==> src/rtl/ip_amba_apb_master_arbiter_if.sv <==
// APB bus bundle between the arbiter (master side) and the shared APB slave.
`timescale 1ns/1ps

interface ip_amba_apb_master_arbiter_if #(
  parameter int ADDR_W = 32,
  parameter int DATA_W = 32
);
  logic              psel;
  logic              penable;
  logic              pwrite;
  logic [ADDR_W-1:0] paddr;
  logic [DATA_W-1:0] pwdata;
  logic              pready;
  logic              pslverr;
  logic [DATA_W-1:0] prdata;

  modport master (
    output psel, penable, pwrite, paddr, pwdata,
    input  pready, pslverr, prdata
  );

  modport slave (
    input  psel, penable, pwrite, paddr, pwdata,
    output pready, pslverr, prdata
  );
endinterface

==> src/rtl/ip_amba_apb_master_arbiter.sv <==
// Round-robin arbiter plus APB master sequencer. One command is accepted at a
// time from N_REQ requesters, sequenced through APB SETUP/ACCESS, and the
// response (or a timeout abort) is returned to the requester that was granted.
`timescale 1ns/1ps

module ip_amba_apb_master_arbiter #(
  parameter int N_REQ   = 4,
  parameter int ADDR_W  = 32,
  parameter int DATA_W  = 32,
  parameter int TIMEOUT = 16
) (
  input  logic                      ip_amba_apb_master_arbiter_clock,
  input  logic                      ip_amba_apb_master_arbiter_reset,
  input  logic [N_REQ-1:0]          req_valid,
  input  logic [N_REQ-1:0]          req_write,
  input  logic [N_REQ*ADDR_W-1:0]   req_addr,
  input  logic [N_REQ*DATA_W-1:0]   req_wdata,
  output logic [N_REQ-1:0]          req_ready,
  output logic [N_REQ-1:0]          rsp_valid,
  output logic [DATA_W-1:0]         rsp_rdata,
  output logic                      rsp_slverr,
  output logic                      timeout_err,
  ip_amba_apb_master_arbiter_if.master apb
);

  localparam int PTR_W  = $clog2(N_REQ);
  localparam int CAND_W = PTR_W + 1;
  // A zero TIMEOUT still gets a 1-bit counter so the logic stays well formed.
  localparam int CNT_W  = (TIMEOUT == 0) ? 1 : $clog2(TIMEOUT + 1);
  localparam logic [CNT_W-1:0] CNT_LAST = CNT_W'((TIMEOUT == 0) ? 0 : TIMEOUT - 1);
  localparam logic [CNT_W-1:0] CNT_MAX  = {CNT_W{1'b1}};

  typedef enum logic [1:0] {
    IDLE   = 2'd0,
    SETUP  = 2'd1,
    ACCESS = 2'd2
  } state_t;

  state_t            state_q;
  logic [PTR_W-1:0]  rr_ptr;
  logic [CNT_W-1:0]  wait_cnt;
  logic              psel_q;
  logic              penable_q;
  logic              pwrite_q;
  logic [ADDR_W-1:0] paddr_q;
  logic [DATA_W-1:0] pwdata_q;

  logic              grant_found;
  logic [PTR_W-1:0]  grant_idx;
  logic [CAND_W-1:0] cand;

  assign apb.psel    = psel_q;
  assign apb.penable = penable_q;
  assign apb.pwrite  = pwrite_q;
  assign apb.paddr   = paddr_q;
  assign apb.pwdata  = pwdata_q;

  // Round-robin search: first valid requester above the last grant, wrapping.
  always_comb begin
    grant_found = 1'b0;
    grant_idx   = '0;
    cand        = '0;
    for (int k = 1; k <= N_REQ; k++) begin
      cand = {1'b0, rr_ptr} + CAND_W'(k);
      if (cand >= CAND_W'(N_REQ)) begin
        cand = cand - CAND_W'(N_REQ);
      end
      if (!grant_found && req_valid[cand[PTR_W-1:0]]) begin
        grant_found = 1'b1;
        grant_idx   = cand[PTR_W-1:0];
      end
    end
  end

  // Acceptance pulse goes only to the winner, and only while the bus is idle.
  always_comb begin
    req_ready = '0;
    if (state_q == IDLE && grant_found) begin
      req_ready[grant_idx] = 1'b1;
    end
  end

  // Transfer sequencer: grant/latch, SETUP, ACCESS with wait-state timeout.
  always_ff @(posedge ip_amba_apb_master_arbiter_clock) begin
    if (ip_amba_apb_master_arbiter_reset) begin
      state_q     <= IDLE;
      rr_ptr      <= PTR_W'(N_REQ - 1);
      wait_cnt    <= '0;
      psel_q      <= 1'b0;
      penable_q   <= 1'b0;
      pwrite_q    <= 1'b0;
      paddr_q     <= '0;
      pwdata_q    <= '0;
      rsp_valid   <= '0;
      rsp_rdata   <= '0;
      rsp_slverr  <= 1'b0;
      timeout_err <= 1'b0;
    end else begin
      rsp_valid   <= '0;
      timeout_err <= 1'b0;
      case (state_q)
        IDLE: begin
          if (grant_found) begin
            paddr_q  <= req_addr[grant_idx*ADDR_W +: ADDR_W];
            pwdata_q <= req_wdata[grant_idx*DATA_W +: DATA_W];
            pwrite_q <= req_write[grant_idx];
            psel_q   <= 1'b1;
            rr_ptr   <= grant_idx;
            state_q  <= SETUP;
          end
        end
        SETUP: begin
          penable_q <= 1'b1;
          wait_cnt  <= '0;
          state_q   <= ACCESS;
        end
        ACCESS: begin
          if (apb.pready) begin
            rsp_valid[rr_ptr] <= 1'b1;
            rsp_rdata         <= pwrite_q ? '0 : apb.prdata;
            rsp_slverr        <= apb.pslverr;
            psel_q            <= 1'b0;
            penable_q         <= 1'b0;
            state_q           <= IDLE;
          end else if (TIMEOUT != 0 && wait_cnt == CNT_LAST) begin
            rsp_valid[rr_ptr] <= 1'b1;
            rsp_rdata         <= '0;
            rsp_slverr        <= 1'b1;
            timeout_err       <= 1'b1;
            psel_q            <= 1'b0;
            penable_q         <= 1'b0;
            state_q           <= IDLE;
          end else if (wait_cnt != CNT_MAX) begin
            wait_cnt <= wait_cnt + 1'b1;
          end
        end
        default: begin
          psel_q    <= 1'b0;
          penable_q <= 1'b0;
          state_q   <= IDLE;
        end
      endcase
    end
  end

endmodule

==> src/flat_wrapper.sv <==
// flat-port wrapper written by rule: the top's interface ports become plain ports
module ip_amba_apb_master_arbiter_flat 
#(
  parameter int N_REQ   = 4,
  parameter int ADDR_W  = 32,
  parameter int DATA_W  = 32,
  parameter int TIMEOUT = 16
)
  (ip_amba_apb_master_arbiter_clock, ip_amba_apb_master_arbiter_reset, req_valid, req_write, req_addr, req_wdata, req_ready, rsp_valid, rsp_rdata, rsp_slverr, timeout_err, apb_psel, apb_penable, apb_pwrite, apb_paddr, apb_pwdata, apb_pready, apb_pslverr, apb_prdata);
  ip_amba_apb_master_arbiter_if #(.ADDR_W(ADDR_W), .DATA_W(DATA_W)) apb_i ();
  input  logic ip_amba_apb_master_arbiter_clock;
  input  logic ip_amba_apb_master_arbiter_reset;
  input  logic [N_REQ-1:0] req_valid;
  input  logic [N_REQ-1:0] req_write;
  input  logic [N_REQ*ADDR_W-1:0] req_addr;
  input  logic [N_REQ*DATA_W-1:0] req_wdata;
  output logic [N_REQ-1:0] req_ready;
  output logic [N_REQ-1:0] rsp_valid;
  output logic [DATA_W-1:0] rsp_rdata;
  output logic rsp_slverr;
  output logic timeout_err;
  output wire logic [$bits(apb_i.psel)-1:0] apb_psel;
  output wire logic [$bits(apb_i.penable)-1:0] apb_penable;
  output wire logic [$bits(apb_i.pwrite)-1:0] apb_pwrite;
  output wire logic [$bits(apb_i.paddr)-1:0] apb_paddr;
  output wire logic [$bits(apb_i.pwdata)-1:0] apb_pwdata;
  input wire logic [$bits(apb_i.pready)-1:0] apb_pready;
  input wire logic [$bits(apb_i.pslverr)-1:0] apb_pslverr;
  input wire logic [$bits(apb_i.prdata)-1:0] apb_prdata;
  assign apb_psel = apb_i.psel;
  assign apb_penable = apb_i.penable;
  assign apb_pwrite = apb_i.pwrite;
  assign apb_paddr = apb_i.paddr;
  assign apb_pwdata = apb_i.pwdata;
  assign apb_i.pready = apb_pready;
  assign apb_i.pslverr = apb_pslverr;
  assign apb_i.prdata = apb_prdata;
  ip_amba_apb_master_arbiter #(.N_REQ(N_REQ), .ADDR_W(ADDR_W), .DATA_W(DATA_W), .TIMEOUT(TIMEOUT)) u_core (.ip_amba_apb_master_arbiter_clock(ip_amba_apb_master_arbiter_clock), .ip_amba_apb_master_arbiter_reset(ip_amba_apb_master_arbiter_reset), .req_valid(req_valid), .req_write(req_write), .req_addr(req_addr), .req_wdata(req_wdata), .req_ready(req_ready), .rsp_valid(rsp_valid), .rsp_rdata(rsp_rdata), .rsp_slverr(rsp_slverr), .timeout_err(timeout_err), .apb(apb_i));
endmodule
==> config.mk <==
export PLATFORM = sky130hd
export DESIGN_NAME = ip_amba_apb_master_arbiter_flat
export DESIGN_NICKNAME = d
export VERILOG_FILES = /design/src/rtl/ip_amba_apb_master_arbiter_if.sv /design/src/rtl/ip_amba_apb_master_arbiter.sv /design/src/flat_wrapper.sv
export SDC_FILE = /design/constraint.sdc
export NUM_CORES = 1
export LEC_CHECK = 0
export CORE_AREA = 2 2 160 162
export CTS_BUF_LIST = sky130_fd_sc_hd__clkbuf_4 sky130_fd_sc_hd__clkbuf_8 sky130_fd_sc_hd__clkbuf_16
export DETAILED_ROUTE_END_ITERATION = 6
export DIE_AREA = 0 0 162 164
export PLACE_DENSITY = 0.63
export SLEW_MARGIN = 10
export SYNTH_ARGS = -nofsm -noshare
export SYNTH_HDL_FRONTEND = slang
export SYNTH_SLANG_ARGS = --single-unit
==> constraint.sdc <==
create_clock -name ip_amba_apb_master_arbiter_clock -period 3.81 [get_ports ip_amba_apb_master_arbiter_clock]
set_input_delay 0.762 -clock ip_amba_apb_master_arbiter_clock [delete_from_list [all_inputs] [get_ports ip_amba_apb_master_arbiter_clock]]
set_output_delay 0.762 -clock ip_amba_apb_master_arbiter_clock [all_outputs]
set_load 0.02 [all_outputs]
# Word-level counts from Yosys, hierarchy flattened

Cells that the tools add are included.

Add/sub/neg operators: 9
Magnitude comparators: 12
Eq/ne operators: 9
Shift operators: 2
Multiplexer cells: 48
Bitwise operators: 3
Reduce and logical (&&, ||, !) cells: 20

Operator list:

| kind                                                                  | count |
|---|---|
| 128-bit by 8-bit variable part select with 32-bit output              | 2 |
| 32-bit 2-to-1 mux                                                     | 3 |
| 2-bit 2-to-1 mux                                                      | 11 |
| 2-bit by 3-bit < comparator with 1-bit output, second input constant  | 6 |
| 1-bit 2-to-1 mux                                                      | 17 |
| 5-bit 2-to-1 mux                                                      | 3 |
| 3-bit >= comparator, second input constant                            | 4 |
| 4-bit 2-to-1 mux                                                      | 3 |
| 1-bit binary-select mux with 2-bit select                             | 5 |
| 5-bit one-hot mux with 2 select lines                                 | 1 |
| 2-bit AND reduction                                                   | 4 |
| 2-bit by 1-bit subtractor with 2-bit output, second input constant    | 4 |
| 2-bit by 2-bit adder with 3-bit output, second input constant         | 2 |
| 1-bit logical AND                                                     | 6 |
| 1-bit one-hot mux with 3 select lines                                 | 2 |
| 2-bit one-hot mux with 3 select lines                                 | 1 |
| 5-bit by 1-bit adder with 5-bit output, second input constant         | 1 |
| 5-bit by 4-bit == test with 1-bit output, second input constant       | 1 |
| 5-bit != test, second input constant                                  | 1 |
| 1-bit demux with 2-bit select                                         | 2 |
| 2-bit by 1-bit >= comparator with 1-bit output, second input constant | 2 |
| 2-bit by 1-bit != test with 1-bit output, second input constant       | 2 |
| 2-bit != test, second input constant                                  | 2 |
| 4-bit AND reduction                                                   | 1 |
| 12 further kinds                                                      | 17 |

Register bits: 114
Input port bits: 300
Output and inout port bits: 109

# Longest topological paths before layout

Gate-level depths: netlist of run 1.

Word-level depth: 20
Gate-level depth with buffers: 14
Gate-level depth less buffers: 9

# Worst setup path before layout of run 1

Ideal clock, no wire load.

Path kind: register to output
Start: register u_core.rr_ptr[0]
End: output port req_ready[1]
Arrival time: 2.668 ns
Required time: 3.048 ns
Setup slack: 0.380 ns
Stages on the path, launching flop included: 14
Buffers on the path: 4
Cells stage by stage: dfxtp_1 -> buf_6 -> inv_1 -> ha_1 -> buf_6 -> mux2_4 -> o2bb2ai_1 -> o21bai_1 -> a21oi_1 -> o31a_2 -> and2_4 -> buf_6 -> buf_6 -> nor2b_1

Cells in the longest elaborated chain, start to end: 20

Ends and longest elaborated chain:

| item                                                                                                                                         | RTL line                                                           | RTL |
|---|---|---|
| start, declared                                                                                                                              | ip_amba_apb_master_arbiter.sv:40                                   | `logic [PTR_W-1:0] rr_ptr;` |
| start signal, assigned                                                                                                                       | ip_amba_apb_master_arbiter.sv:87                                   | `rr_ptr <= PTR_W'(N_REQ - 1);` |
| start signal, assigned                                                                                                                       | ip_amba_apb_master_arbiter.sv:108                                  | `rr_ptr <= grant_idx;` |
| 2-bit by 1-bit adder with 3-bit output                                                                                                       | ip_amba_apb_master_arbiter.sv:64                                   | `cand = {1'b0, rr_ptr} + CAND_W'(k);` |
| 3-bit >= comparator / 2-bit by 1-bit subtractor with 2-bit output (equally long branches)                                                    | ip_amba_apb_master_arbiter.sv:65, ip_amba_apb_master_arbiter.sv:66 |  |
| 2-bit 2-to-1 mux                                                                                                                             | ip_amba_apb_master_arbiter.sv:65                                   | `if (cand >= CAND_W'(N_REQ)) begin` |
| 1-bit binary-select mux with 2-bit select                                                                                                    | ip_amba_apb_master_arbiter.sv:68                                   | `if (!grant_found && req_valid[cand[PTR_W-1:0]]) begin` |
| 1-bit 2-to-1 mux (not written as such)                                                                                                       | ip_amba_apb_master_arbiter.sv:68                                   |  |
| 1-bit 2-to-1 mux                                                                                                                             | ip_amba_apb_master_arbiter.sv:68                                   |  |
| 1-bit zero test                                                                                                                              | ip_amba_apb_master_arbiter.sv:68                                   |  |
| 1-bit logical AND                                                                                                                            | ip_amba_apb_master_arbiter.sv:68                                   |  |
| (+4 left out)                                                                                                                                | -                                                                  |  |
| 1-bit zero test                                                                                                                              | ip_amba_apb_master_arbiter.sv:68                                   |  |
| 1-bit logical AND                                                                                                                            | ip_amba_apb_master_arbiter.sv:68                                   |  |
| 2-bit 2-to-1 mux                                                                                                                             | ip_amba_apb_master_arbiter.sv:68                                   |  |
| 2-bit by 3-bit < comparator with 1-bit output (not written as such) / 2-bit by 1-bit >= comparator with 1-bit output (equally long branches) | ip_amba_apb_master_arbiter.sv:79                                   | `req_ready[grant_idx] = 1'b1;` |
| 1-bit logical AND (not written as such)                                                                                                      | ip_amba_apb_master_arbiter.sv:79                                   |  |
| 1-bit 2-to-1 mux (not written as such)                                                                                                       | ip_amba_apb_master_arbiter.sv:79                                   |  |
| 1-bit demux with 2-bit select                                                                                                                | -                                                                  |  |
| 4-bit 2-to-1 mux (*)                                                                                                                         | ip_amba_apb_master_arbiter.sv:78                                   | `if (state_q == IDLE && grant_found) begin` |
| end, declared                                                                                                                                | flat_wrapper.sv:17                                                 | `output logic [N_REQ-1:0] req_ready;` |

Mark *: on every way between the ends. The rest lies on a longest branch, timed or not. The select of a mux whose other input is x is not followed.

# Worst setup path after layout of run 1

Start: register u_core.rr_ptr[1]
End: output port req_ready[1]

The elaborated chain is that of the path after synthesis.

==> results of run 1 <==
worst reg2reg max path, cell delays in order (launching register included):
cell       delay, ns
dfxtp_1         0.32
inv_1           0.11
ha_4            0.40
mux2_4          0.33
o2bb2ai_1       0.14
o21bai_1        0.16
a21oi_1         0.17
o31a_2          0.23
and2_4          0.16
buf_4           0.73
a221oi_1        0.32
power by group through the flow:
| stage | Combinational [uW] | Sequential (uW) | Clock, uW |
|---|---|---|---|
| 2_1_floorplan | 1460 | 1800 | 0 |
| 3_3_place_gp | 2740 | 1560 | 0 |
| 3_5_place_dp | 2750 | 1560 | 0 |
| 4_1_cts | 2750 | 1540 | 1610 |
| 5_1_grt | 2890 | 1560 | 1680 |
| 6_report | 2720 | 1540 | 1570 |
cell type report:
class                   count  share of cell area [%]
clock buffers              17                    3.78
clock inverters            15                    1.31
inverters                   4                   0.133
multi-input cells         415                    33.0
flip-flops and latches    114                    20.3
well taps                 330                    3.67
repair buffers            431                    37.8
cells in the mapped netlist (all sizes together) (2+ instances only):
cell / count
a21boi: 2
nor3: 10
or2: 2
nor4b: 2
a221oi: 65
mux2i: 133
a21oi: 10
a311oi: 2
o21ai: 7
xor2: 2
mux2: 4
or3: 2
buf: 34
nand2: 6
a211o: 3
and2: 6
ha: 7
inv: 4
a22o: 32
and3: 2
nor2: 24
o21a: 4
nor2b: 6
o211ai: 2
nand4: 2
clkbuf: 29
dfxtp: 114
o21bai: 66
nand2b: 4
cells in the final DEF, fill, tap and decap left out, drive strengths merged, types with 2 or more instances in the layout:
cell type      netlist  final
ha                   7      7
a22o                32     32
nand2b               4      4
nand4                2      2
buf                 34     24
xor2                 2      2
clkbuf              29     17
nor2                24     24
nor4b                2      2
a221oi              65     65
mux2i              133    133
or2                  2      2
a211o                3      3
clkdlybuf4s50        0    399
a21oi               10     10
o21ai                7      7
o211ai               2      2
mux2                 4      4
or3                  2      2
clkinv               0      4
a311oi               2      2
clkinvlp             0      3
o21a                 4      4
inv                  4     11
nor2b                6      6
o21bai              66     66
dfxtp              114    114
and3                 2      2
nor3                10     10
and2                 6      6
dlygate4sd2          0      6
a21boi               2      2
nand2                6      6
cells by family (layout without fill, tap and decap cells):
group           count (synthesis)  count (layout)  share of synthesized area [%]
xor+xnor                        3               3                          0.415
flops                         114             114                           36.0
simple gates                   69              69                           5.55
mux                           137             137                           21.8
fa+ha+maj                       7               7                           1.38
buf+inv                        67             467                           6.06
compound gates                199             199                           28.8
stage by stage:
stage               cell area, um^2  setup slack, ns
finish                        11300            0.179
global route                  11300           0.0167
CTS                           11300            0.105
detailed placement            10700           -0.241
global placement              10700           -0.182
floorplan                      6340            0.380
state kept, by name (all words and copies together) (netlist names):
register	count
u_core.rsp_rdata	32
u_core.rr_ptr	2
u_core.apb.psel	1
u_core.apb.pwrite	1
u_core.rsp_valid	4
u_core.timeout_err	1
u_core.apb.pwdata	32
u_core.wait_cnt	5
u_core.apb.paddr	32
u_core.apb.penable	1
u_core.rsp_slverr	1
u_core.state_q	2
layer usage:
layer / routed length, um / part of all wire, % / global-route usage (%) / up-vias
met5: 0 / 0 / 0 / -
met4: 246 / 1.0 / 3.86 / 0
met3: 2160 / 8.9 / 5.91 / 18
met2: 12100 / 50 / 30.6 / 274
met1: 9770 / 40 / 20.4 / 2983
li1: - / - / - / 3072
path summary, 6_finish.rpt:
path / endpoint / slack, ns / cells past startpoint
setup / recovery: req_ready[1] / 0.18 / 10
hold / removal: u_core.rsp_rdata[16] / 0.48 / 1
setup reg to reg: u_core.apb.paddr[31] / 0.57 / 10
hold reg to reg: u_core.rsp_rdata[16] / 0.48 / 1
timing repair:
action                                  4_1_cts  5_1_grt
endpoints found under the setup margin        4        1
gates cloned                                  0        0
buffers inserted                              0        0
resized for setup                             9        3
==> qor.yml, run 1 <==
grt_first_pass_wirelength_um: 35500
filler_cell_count: 2432
numCtsBuffers: 17
slew-limit-headroom_pct: 25.6
numClockSinks: 114
design.core.area_um2: 24800
rsz0062_at_grt: "false"
crit-reg2reg-launch: "u_core.rr_ptr[1]"
worst_pin_slew_ns: 1.12
crit_buf_inv: 2
fmax_mhz: 275
grt_max_degree: 104
crit_start: "u_core.rr_ptr[1]"
fin_crit_sh_pct: 95.3
vias_per_cell: 4.79
required_ns: 3.05
power_density_nw_per_um2: 518
seq_area_frac_synth_pct: 36.0
num_vias: 6347
netlist.area_leader.share_pct: 36.0
drc_errors: 0
first_global_vias: 6203
min_period_ns: 3.63
crit_slowest_cell: "ha_4"
wl_per_cell_um: 18.3
synth.distinct_cells: 45
gp_congestion: 0.814
finalSetupViolCount: 0
die_area_um2: 26600
p_leak_uw: 0.00473
utilization_pct: 45.4
finalNonFillerCells: 1326
cts_tree: "done"
numPlacedInstances: 1294
synth.area.top_cells: "dfxtp_1 (36%), mux2i_1 (21%), a221oi_2 (9.2%)"
die_y_um: 164
timing.setup.tns_ns: 0
cp_data_arrival_time_ns: 2.87
holdCritStartpoint: "u_core.rsp_rdata[16]"
path_clk_slew_ns: 0.06
nets: 1290
status: "finished clean"
synth_edf_count: 0
htree_levels: 4
die_x_um: 162
ys_ff_latch: 114
min_path_type: "reg -> reg"
internal_power_uw: 3620
syn_to_final_growth_pct: 77.7
hold_viol_final: 0
netlist_area_um2: 6340
pwr-share-comb_pct: 46.6
worstPathMaxFanout: 12
ant_nets: 0
ir_drop_mv: 0.423
yosysWarnings: 0
worstSetupStartpointType: "register"
root_buffer: "clkbuf_16"
initial_utilization_pct: 25.5
cts_buffer_depth: 2
syn_area_per_cell_um2: 10.6
cpPeakStageDelay_ns: 0.40
grt_use_total_pct: 17.4
drtPass1Iterations: 4
diodes: 0
seqCellArea_um2: 2280
max_cap_violations: 0
holdBufCountCts: 0
clkPwrFrac_pct: 27.0
clock_latency_ns: 0.42
power.share.switching_pct: 37.9
first_iter_violations: 305
detailed_place_hpwl_um: 17900
critPathKind: "reg -> out"
final.setup_skew_ns: 0.0132
finalMaxSlewViolations: 0
synth_nets: 903
power_uw: 5830
rows: 58
io_pins: 409
p_switching_uw: 2210
whs_ns: 0.482
synth_cells: 596
antenna_found_initial: 0
ys_async_sr_fraction_pct: 0
multiInputGateArea_um2: 3720
grt.overflow.total: 0
p_seq_share_pct: 26.4
synth_top_cell_by_area: "dfxtp_1"
drive_gt1_share_pct: 11.0
crit_chain: "inv_1 > ha_4 > mux2_4 > o2bb2ai_1 > o21bai_1 > a21oi_1 > o31a_2 > and2_4 > nor2b_1 > clkdlybuf4s15_1"
cp-end-kind: "primary output"
ys.flop_type: "dfxtp_1"
crit_family: "compound AO/OA/AOI/OAI gates"
wl_um: 24300
io_buffer_count: 408
(Power assumes the default switching activity.)
==> run 2: changes to the inputs <==
--- a/config.mk
+++ b/config.mk
@@ -9,6 +9,7 @@
 export CTS_BUF_LIST = sky130_fd_sc_hd__clkbuf_4 sky130_fd_sc_hd__clkbuf_8 sky130_fd_sc_hd__clkbuf_16
 export DETAILED_ROUTE_END_ITERATION = 6
 export DIE_AREA = 0 0 162 164
+export MAX_ROUTING_LAYER = met4
 export PLACE_DENSITY = 0.63
 export SLEW_MARGIN = 10
 export SYNTH_ARGS = -nofsm -noshare
==> qor.yml, run 2 (synthesis gave the netlist of run 1 again) <==
p_switching_uw: 2210
diodes: 0
final.setup_skew_ns: 0.0133
required_ns: 3.05
die_area_um2: 26600
holdBufCountCts: 0
slew-limit-headroom_pct: 26.5
fin_crit_sh_pct: 94.8
clkPwrFrac_pct: 26.9
wl_um: 24300
power.share.switching_pct: 37.9
wl_per_cell_um: 18.4
numClockSinks: 114
io_pins: 409
ir_drop_mv: 0.424
root_buffer: "clkbuf_16"
p_seq_share_pct: 26.5
first_iter_violations: 283
path_clk_slew_ns: 0.06
whs_ns: 0.480
min_path_type: "reg -> reg"
design.core.area_um2: 24800
io_buffer_count: 408
grt.overflow.total: 0
worstSetupStartpointType: "register"
hold_viol_final: 0
die_y_um: 164
worst_pin_slew_ns: 1.10
p_leak_uw: 0.00473
nets: 1290
cp_data_arrival_time_ns: 2.85
critPathKind: "reg -> out"
pwr-share-comb_pct: 46.6
rows: 58
drtPass1Iterations: 4
rsz0062_at_grt: "false"
cts_buffer_depth: 2
max_cap_violations: 0
fin_ws_ns: 0.196
cts_tree: "done"
vias_per_cell: 4.76
fmax_mhz: 277
first_global_vias: 6223
worstPathMaxFanout: 12
numCtsBuffers: 17
drive_gt1_share_pct: 11.0
dp_slack_ns: -0.241
finalMaxSlewViolations: 0
mostFrequentLayoutCell: "clkdlybuf4s50_1"
num_vias: 6311
layout_common_cells: "clkdlybuf4s50_1 (399), mux2i_1 (132), dfxtp_1 (114), o21bai_1 (66), a221oi_2 (39)"
htree_levels: 4
detailed_place_hpwl_um: 17900
cp-end-kind: "primary output"
initial_utilization_pct: 25.5
status: "finished clean"
antenna_found_initial: 0
syn_to_final_growth_pct: 77.7
die_x_um: 162
finalSetupViolCount: 0
grt_use_total_pct: 17.9
drc_errors: 0
ant_nets: 0
internal_power_uw: 3620
grt_max_degree: 104
grt_first_pass_wirelength_um: 35500
min_period_ns: 3.61
clock_latency_ns: 0.42
gp_congestion: 0.826
power_density_nw_per_um2: 517
run 2: cell counts in the layout (fill, tap and decap cells not counted):
Identical to the previous run, type by type.
run 2: final cells by class:
class                   instances  area, um^2
fillers                      2432       13600
repair buffers                431        4260
multi-input cells             415        3720
flip-flops and latches        114        2280
clock buffers                  17         425
well taps                     330         413
clock inverters                15         148
inverters                       4        15.0
run 2: routing by layer:
metal  GRT usage, %  vias up  part of all wire, %
met5              -        -                    0
met4           3.86        0                 0.95
li1               -     3069                    -
met1           21.1     2964                   42
met3           4.97       16                  7.7
met2           30.4      262                   50
run 2: final timing paths:
kind	from	to	slack (ns)	cells past startpoint
max	u_core.rr_ptr[1]	req_ready[1]	0.20	10
min	u_core.rsp_rdata[16]	u_core.rsp_rdata[16]	0.48	1
max reg2reg	u_core.rr_ptr[1]	u_core.apb.paddr[31]	0.59	10
min reg2reg	u_core.rsp_rdata[16]	u_core.rsp_rdata[16]	0.48	1
run 2: repair_timing:
item,in CTS,in global routing
setup endpoints to repair,4,1
hold endpoints to repair,0,0
gates resized for setup,9,3
cloned,0,0
setup buffers,0,0
run 2: worst max-delay path: stages (launching register included):
cell	delay (ns)
dfxtp_1	0.32
inv_1	0.11
ha_4	0.39
mux2_4	0.32
o2bb2ai_1	0.14
o21bai_1	0.16
a21oi_1	0.16
o31a_2	0.23
and2_4	0.15
nor2b_1	0.13
clkdlybuf4s15_1	0.32
run 2: stage by stage:
stage,utilization (%),std cells,TNS (ns),power [uW],instance area (um^2)
6_report,45.4,1326,0,5820,11300
3_3_place_gp,43.0,1294,-0.591,4300,10700
4_1_cts,45.3,1326,0,5910,11300
5_1_grt,45.4,1326,0,6130,11300
2_1_floorplan,-,596,0,3250,6340
3_5_place_dp,43.0,1294,-0.784,4310,10700
run 2: power by group through the flow:
stage	Clock [uW]	Sequential, uW	Combinational [uW]
final	1570	1540	2710
after global routing	1680	1560	2890
after CTS	1610	1540	2750
after detailed placement	0	1560	2750
after global placement	0	1560	2740
after floorplan	0	1800	1460
==> run 3: changes to the inputs <==
--- a/config.mk
+++ b/config.mk
@@ -5,12 +5,14 @@
 export SDC_FILE = /design/constraint.sdc
 export NUM_CORES = 1
 export LEC_CHECK = 0
-export CORE_AREA = 2 2 160 162
+export CAP_MARGIN = 5
+export CORE_AREA = 2 2 159 161
 export CTS_BUF_LIST = sky130_fd_sc_hd__clkbuf_4 sky130_fd_sc_hd__clkbuf_8 sky130_fd_sc_hd__clkbuf_16
 export DETAILED_ROUTE_END_ITERATION = 6
-export DIE_AREA = 0 0 162 164
+export DIE_AREA = 0 0 161 163
+export DONT_BUFFER_PORTS = 1
 export MAX_ROUTING_LAYER = met4
-export PLACE_DENSITY = 0.63
+export PLACE_DENSITY = 0.42
 export SLEW_MARGIN = 10
 export SYNTH_ARGS = -nofsm -noshare
 export SYNTH_HDL_FRONTEND = slang
==> qor.yml, run 3 (synthesis gave the netlist of run 1 again) <==
status: "finished clean"
crit_slowest_cell: "dfxtp_2"
p_leak_uw: 0.00313
min_path_type: "in -> reg"
ir_drop_mv: 0.344
utilization_pct: 29.2
grt.overflow.total: 0
finalSetupViolCount: 0
cts_buffer_depth: 2
grt_max_degree: 82
p_seq_share_pct: 35.5
cpPeakStageDelay_ns: 0.43
grt_use_total_pct: 14.6
grt_first_pass_wirelength_um: 28500
path_clk_slew_ns: 0.07
power.share.switching_pct: 39.2
first_iter_violations: 209
pwr-share-comb_pct: 32.2
max_cap_violations: 0
wl_um: 20000
first_global_vias: 4881
initial_utilization_pct: 25.7
worst_pin_slew_ns: 0.606
crit_chain: "inv_1 > ha_4 > buf_4 > a21oi_1 > nor3_1 > o21a_1 > o21a_1 > o31a_2 > nor2_4 > and2_1"
holdCritStartpoint: "apb_pready"
slew-limit-headroom_pct: 59.6
critPathKind: "reg -> out"
detailed_place_hpwl_um: 14400
wl_per_cell_um: 22.0
drtPass1Iterations: 4
drive_gt1_share_pct: 17.4
cts_tree: "done"
required_ns: 3.05
crit-reg2reg-launch: "u_core.rr_ptr[1]"
fmax_mhz: 272
die_y_um: 163
worstPathMaxFanout: 11
die_area_um2: 26200
min_period_ns: 3.67
io_buffer_count: 0
final.setup_skew_ns: 0.0107
cp_data_arrival_time_ns: 2.91
vias_per_cell: 5.34
ant_nets: 0
design.core.area_um2: 24700
crit_start: "u_core.rr_ptr[1]"
numCtsBuffers: 17
crit_family: "compound AO/OA/AOI/OAI gates"
worstSetupStartpointType: "register"
power_uw: 5210
hold_viol_final: 0
worst_path_most_repeated_cell: "o21a_1"
nets: 873
cp-end-kind: "primary output"
timing.setup.tns_ns: 0
filler_cell_count: 2560
fin_crit_sh_pct: 96.3
finalMaxSlewViolations: 0
clkPwrFrac_pct: 32.3
power_density_nw_per_um2: 724
root_buffer: "clkbuf_16"
htree_levels: 4
die_x_um: 161
numClockSinks: 114
p_switching_uw: 2040
dp_slack_ns: 0.227
crit_buf_inv: 2
internal_power_uw: 3170
fin_ws_ns: 0.140
syn_to_final_growth_pct: 13.6
mostFrequentLayoutCell: "mux2i_1"
rows: 58
layout_common_cells: "mux2i_1 (132), dfxtp_1 (113), o21bai_1 (66), a221oi_2 (39), a22o_1 (32)"
gp_congestion: 0.851
drc_errors: 0
clock_latency_ns: 0.41
io_pins: 409
antenna_found_initial: 1
num_vias: 4858
run 3: cell types whose count changed in the layout (fill, tap and decap cells not counted), sizes merged:
cell and change:
clkinvlp +1, clkinv +1, diode +1, bufinv +2, clkdlybuf4s15 -1, buf -10, clkdlybuf4s50 -399, inv -5
dlygate4sd2 -6, dlymetal6s2s -1, clkbuf +1
run 3: final cells by class:
class	count	area (um^2)	area share (%)
flip-flops and latches	114	2280	31.7
diodes	1	2.50	0.0347
clock buffers	18	433	6.01
multi-input cells	415	3720	51.6
repair buffers	14	155	2.15
clock inverters	14	181	2.52
inverters	4	15.0	0.208
well taps	330	413	5.73
run 3: power groups by stage:
| stage | Combinational (uW) | Sequential [uW] | Clock [uW] |
|---|---|---|---|
| after floorplan | 1460 | 1800 | 0 |
| after global placement | 1620 | 1880 | 0 |
| after detailed placement | 1660 | 1880 | 0 |
| after CTS | 1670 | 1850 | 1750 |
| after global routing | 1810 | 1880 | 1790 |
| final | 1680 | 1850 | 1680 |
run 3: repair_timing:
item	in CTS	in global routing
buffers inserted	0	3
pin swaps	0	1
gates resized for setup	2	2
hold buffers	0	0
setup endpoints to repair	4	4
run 3: routing by layer:
layer / GRT usage (%) / up-vias / share of wire [%]
met5: - / - / 0
met4: 4.71 / 0 / 1.7
met3: 4.30 / 17 / 8.2
met2: 24.8 / 276 / 51
met1: 16.6 / 2320 / 39
li1: - / 2245 / -
run 3: worst paths after layout:
path	to	depth (start not counted)	slack, ns
min reg2reg	u_core.wait_cnt[1]	2	0.50
min	u_core.timeout_err	1	0.43
max reg2reg	u_core.apb.paddr[15]	11	0.87
max	req_ready[2]	10	0.14
run 3: through the flow:
stage	cell area [um^2]	cells	hold slack, ns
after floorplan	6340	596	0.465
after detailed placement	6550	874	0.484
after global placement	6550	874	0.478
final	7200	910	0.427
after CTS	7170	906	0.402
after global routing	7200	910	0.398
